[src/rtl/seq_restoring_divider.sv]
// Multi-cycle unsigned restoring divider, one quotient bit per clock, MSB first.
// Ports: clk, rst_n (sync, active-low), start/dividend/divisor in; busy/done/quotient/remainder/div_by_zero out.
module seq_restoring_divider #(
  parameter int WIDTH = 8
) (
  input  logic             clk,
  input  logic             rst_n,
  input  logic             start,
  input  logic [WIDTH-1:0] dividend,
  input  logic [WIDTH-1:0] divisor,
  output logic             busy,
  output logic             done,
  output logic [WIDTH-1:0] quotient,
  output logic [WIDTH-1:0] remainder,
  output logic             div_by_zero
);

  localparam int CW = (WIDTH > 2) ? $clog2(WIDTH) : 1;

  typedef enum logic [1:0] {
    S_IDLE,
    S_RUN,
    S_DONE
  } state_t;

  state_t r_state;
  state_t w_next;

  logic [WIDTH:0]   r_prem;
  logic [WIDTH-1:0] r_sreg;
  logic [WIDTH-1:0] r_dvs;
  logic [WIDTH-1:0] r_quot;
  logic [WIDTH-1:0] r_rem;
  logic             r_dbz;
  logic [CW-1:0]    r_cnt;

  logic             w_accept;
  logic             w_dz;
  logic             w_last;
  logic [WIDTH:0]   w_shift;
  logic [WIDTH+1:0] w_diff;
  logic             w_borrow;
  logic [WIDTH:0]   w_prem_nx;
  logic             w_unused;

  assign w_accept = start && (r_state != S_RUN);
  assign w_dz     = (divisor == '0);
  assign w_last   = (r_cnt == CW'(WIDTH - 1));

  // Partial remainder stays below the divisor, so its top bit
  // is always 0 and drops out of the shift.
  assign w_shift   = {r_prem[WIDTH-1:0], r_sreg[WIDTH-1]};
  assign w_diff    = {1'b0, w_shift} - {2'b00, r_dvs};
  assign w_borrow  = w_diff[WIDTH+1];
  assign w_prem_nx = w_borrow ? w_shift : w_diff[WIDTH:0];
  assign w_unused  = r_prem[WIDTH];

  always_ff @(posedge clk) begin
    if (!rst_n) r_state <= S_IDLE;
    else        r_state <= w_next;
  end

  always_comb begin
    w_next = r_state;
    unique case (r_state)
      S_IDLE: begin
        if (w_accept) w_next = w_dz ? S_DONE : S_RUN;
      end
      S_RUN: begin
        if (w_last) w_next = S_DONE;
      end
      S_DONE: begin
        if (w_accept) w_next = w_dz ? S_DONE : S_RUN;
        else          w_next = S_IDLE;
      end
      default: w_next = S_IDLE;
    endcase
  end

  // r_sreg holds the unconsumed dividend bits in its upper part
  // and collects quotient bits at the bottom.
  always_ff @(posedge clk) begin
    if (!rst_n) begin
      r_prem <= '0;
      r_sreg <= '0;
      r_dvs  <= '0;
      r_quot <= '0;
      r_rem  <= '0;
      r_dbz  <= 1'b0;
      r_cnt  <= '0;
    end else if (w_accept) begin
      r_prem <= '0;
      r_cnt  <= '0;
      r_sreg <= dividend;
      r_dvs  <= divisor;
      if (w_dz) begin
        r_quot <= '1;
        r_rem  <= dividend;
        r_dbz  <= 1'b1;
      end else begin
        r_quot <= '0;
        r_rem  <= '0;
        r_dbz  <= 1'b0;
      end
    end else if (r_state == S_RUN) begin
      r_prem <= w_prem_nx;
      r_sreg <= {r_sreg[WIDTH-2:0], ~w_borrow};
      r_cnt  <= r_cnt + CW'(1);
      if (w_last) begin
        r_quot <= {r_sreg[WIDTH-2:0], ~w_borrow};
        r_rem  <= w_prem_nx[WIDTH-1:0];
      end
    end
  end

  assign busy        = (r_state == S_RUN);
  assign done        = (r_state == S_DONE);
  assign quotient    = r_quot;
  assign remainder   = r_rem;
  assign div_by_zero = r_dbz;

endmodule
[config.mk]
export PLATFORM = sky130hd
export DESIGN_NAME = seq_restoring_divider
export DESIGN_NICKNAME = d
export VERILOG_FILES = /design/src/rtl/seq_restoring_divider.sv
export SDC_FILE = /design/constraint.sdc
export NUM_CORES = 1
export LEC_CHECK = 0
export CAP_MARGIN = 20
export CORE_MARGIN = 1
export CORE_UTILIZATION = 30
export CTS_CLUSTER_DIAMETER = 40
export DETAILED_ROUTE_END_ITERATION = 16
export REMOVE_ABC_BUFFERS = 1
export SLEW_MARGIN = 20
export SYNTH_ARGS = -nofsm -noshare
export SYNTH_HDL_FRONTEND = slang
export SYNTH_SLANG_ARGS = --single-unit
[constraint.sdc]
create_clock -name clk -period 4.7 [get_ports clk]
set_clock_uncertainty 0.05 [all_clocks]
set_input_delay 0.94 -clock clk [delete_from_list [all_inputs] [get_ports clk]]
set_output_delay 0.94 -clock clk [all_outputs]
set_load 0.1 [all_outputs]
==> flow_summary.yaml <==
worst_setup_path:
  worstReg2RegStart: "r_prem[5]$_SDFFE_PP0P_"
  worst-path-stages: 3
  endpoint: "busy"
  cp_cell_sequence: "nand2b_4, inv_4, clkdlybuf4s50_1"
  reg2reg_to: "remainder[6]$_SDFFE_PN0P_"
  worstSetupStartpointType: "flop"
  end_kind: "primary output"
  critical-path-slowest-cell: "clkdlybuf4s50_1"
  critPathTopFamily: "buffers and inverters"
  crit_fanout: 31
  cp.required_ns: 3.71
  max_stage_delay_ns: 1.19
  worstRegToRegCells: 6
  startpoint: "r_state[0]$_SDFFE_PN0P_"
  rrSetupSlack_ns: 2.22
  critPathKind: "flop to primary output"
  critPathArrivalTime_ns: 2.44
  cp.buffers_inverters: 2
logic_synthesis:
  synth_most_common_cell: "dfxtp_1"
  ys_ff_latch: 46
  syn_inst: 303
  async_flop_share: 0
  ys_top_cells_by_area: "dfxtp_1 (36%), a21oi_1 (7.2%), nand2_1 (5.4%)"
  synth.avg_cell_area_um2: 8.445
  ys.flop_type: "dfxtp_1"
  synthTopCellsByCount: "dfxtp_1 (46), a21oi_1 (37), nand2_1 (37)"
  syn_area_um2: 2559
  synth_cell_type_count: 57
  yosys_warnings: 0
  synth_top_area_frac: 0.3599
  yosysSeqAreaShare: 0.3599
  yosysTopAreaCell: "dfxtp_1"
  synth_edf_count: 0
sta:
  rsz0062_at_grt: "no"
  fmax_mhz: 291.8
  fin_tns_setup_ns: 0
  period_needed_ns: 3.428
  slew_viol_final: 0
  tightestPinTransition_ns: 0.9772
  finalHoldViolations: 0
  slew_headroom: 0.3465
  finalSetupViolCount: 0
  fin_crit_sh: 0.7293
global_routing:
  grt_first_pass_wirelength_mm: 11.04
  grt_max_degree: 45
  antenna_found_initial: 0
  gr-total-overflow: 0
  grt_util_all_layers: 0.1585
  grt_pass1_vias: 2272
cts:
  numCtsBuffers: 5
  htree_num_levels: 2
  cts_resized: 0
  clkSlewWorstSetupHoldPaths_ns: 0.09
  cts_hold_buf: 0
  clk-insertion-delay-late_ns: 0.31
  cts_root_buffer: "clkbuf_8"
  postCtsSetupBuffers: 0
  cts_tree: "built"
  cts.sinks: 46
  ctsLongestPathBuffers: 2
route:
  first_iter_violations: 115
  drc: 0
  ant_nets: 0
  wl_mm: 6.571
  wl_per_cell_um: 15.00
  via_per_inst: 5.333
  num_vias: 2336
  dr.pass1.iters: 4
die:
  dieArea_um2: 8902
  die_h_um: 94.35
  io_pins: 38
  fp-row-count: 33
  die_w_um: 94.35
  core_um2: 8217
  start_util: 0.3114
place:
  routabilityCongestion: 0.8603
  dp_hpwl_mm: 4.560
  portBuffers: 37
  dp_cells: 430
status:
  status: "completed"
layout:
  diodes: 0
  nets: 362
  layout-area-overhead-vs-synth_pct: 20.73
  stdcell_count: 438
  drive_above_1_share: 0.07207
  fill_cells: 822
power_and_ir_drop:
  powerDensity_nw_per_um2: 373.3
  p_leak_nw: 1.214
  finalPower_w: 0.001153
  peakVddDrop_uv: 139.6
hold_path:
  hold_class: "flop to flop"
job:
  maxCapViolCount: 0
[stage by stage]
stage / hold WS, ns / area [um2] / util / setup slack [ns]
after floorplan: 0.3900 / 2471 / - / 2.027
after global placement: 0.3969 / 2995 / 0.3646 / 1.581
after detailed placement: 0.4098 / 2995 / 0.3646 / 1.531
after CTS: 0.4232 / 3089 / 0.3760 / 1.238
after global routing: 0.4370 / 3089 / 0.3760 / 1.155
final: 0.4212 / 3089 / 0.3760 / 1.272
[sequential cells by signal, summed over array words and instances (netlist names)]
register and count:
div_by_zero 1, remainder 8, r_prem 8, quotient 8, r_sreg 8, r_state 2
r_cnt 3, r_dvs 8
[report_power, final]
part | switching, W | internal [W]
logic | 0.000304 | 0.000140
registers | 0.0000235 | 0.000424
clock network | 0.000155 | 0.000108
[cell usage in the layout (no fill, tap or decap), drive strengths merged, types with 2 or more instances in the layout]
| cell type | n |
|---|---|
| dfxtp | 46 |
| nand2 | 39 |
| a21oi | 37 |
| clkdlybuf4s50 | 37 |
| o21ai | 20 |
| nor2 | 15 |
| inv | 14 |
| mux2i | 10 |
| ha | 10 |
| a21boi | 9 |
| o211a | 7 |
| nor4 | 6 |
| nor2b | 5 |
| nor3 | 5 |
| or3 | 5 |
| o211ai | 5 |
| clkbuf | 5 |
| o2111ai | 4 |
| nand4 | 4 |
| or4 | 4 |
| nand3 | 3 |
| and3 | 3 |
| xnor2 | 3 |
| buf | 3 |
| or2 | 3 |
| a311oi | 2 |
| a211oi | 2 |
| a2111oi | 2 |
| o22a | 2 |
| o31ai | 2 |
| nand2b | 2 |
[final cells by class]
class | instances | area, um2 | share of cell area
clock buffer | 5 | 68.82 | 0.02228
clock inverter | 3 | 25.02 | 0.008100
inverter | 13 | 51.30 | 0.01661
multi-input combinational | 226 | 1499 | 0.4852
sequential | 46 | 920.9 | 0.2981
tap | 105 | 131.4 | 0.04253
timing repair buffer | 40 | 392.9 | 0.1272
[worst reg2reg max path: cells and delay by family (launching register included)]
kind | cells | cell delay [ns]
AOI/OAI and AO/OA | 3 | 0.78
and+or+nand+nor | 2 | 0.76
adders and majority gates | 1 | 0.42
DFF | 1 | 0.36
[cells by family (layout without fill, tap and decap cells)]
group | Yosys count | count (layout) | synth area share
mux | 11 | 11 | 0.04499
xor+xnor | 4 | 4 | 0.01369
buf+inv | 31 | 61 | 0.05428
flops | 46 | 46 | 0.3599
simple gates | 97 | 97 | 0.2044
compound gates | 103 | 103 | 0.2660
fa+ha+maj | 11 | 11 | 0.05672
[per-layer routing]
layer	part of all wire	vias to the layer above	wire [um]	track usage
met5	0	-	0	0
met4	0.024	0	155	0.06667
met3	0.038	13	250	0.02899
met2	0.45	46	2984	0.2554
met1	0.48	1101	3179	0.2071
li1	-	1176	-	-
[worst min-delay path by stage]
stage / from / to / slack, ns / cells after the start
after floorplan: r_cnt[1]$_SDFFE_PP0P_ / r_cnt[1]$_SDFFE_PP0P_ / 0.39 / 2
after global placement: r_cnt[1]$_SDFFE_PP0P_ / r_cnt[1]$_SDFFE_PP0P_ / 0.40 / 2
after detailed placement: r_dvs[3]$_SDFFE_PN0N_ / r_dvs[3]$_SDFFE_PN0N_ / 0.41 / 2
after CTS: r_dvs[3]$_SDFFE_PN0N_ / r_dvs[3]$_SDFFE_PN0N_ / 0.42 / 2
after global routing: r_dvs[6]$_SDFFE_PN0N_ / r_dvs[6]$_SDFFE_PN0N_ / 0.44 / 2
final: r_dvs[3]$_SDFFE_PN0N_ / r_dvs[3]$_SDFFE_PN0N_ / 0.42 / 2
Note: power is estimated with default switching activity, not from simulation.
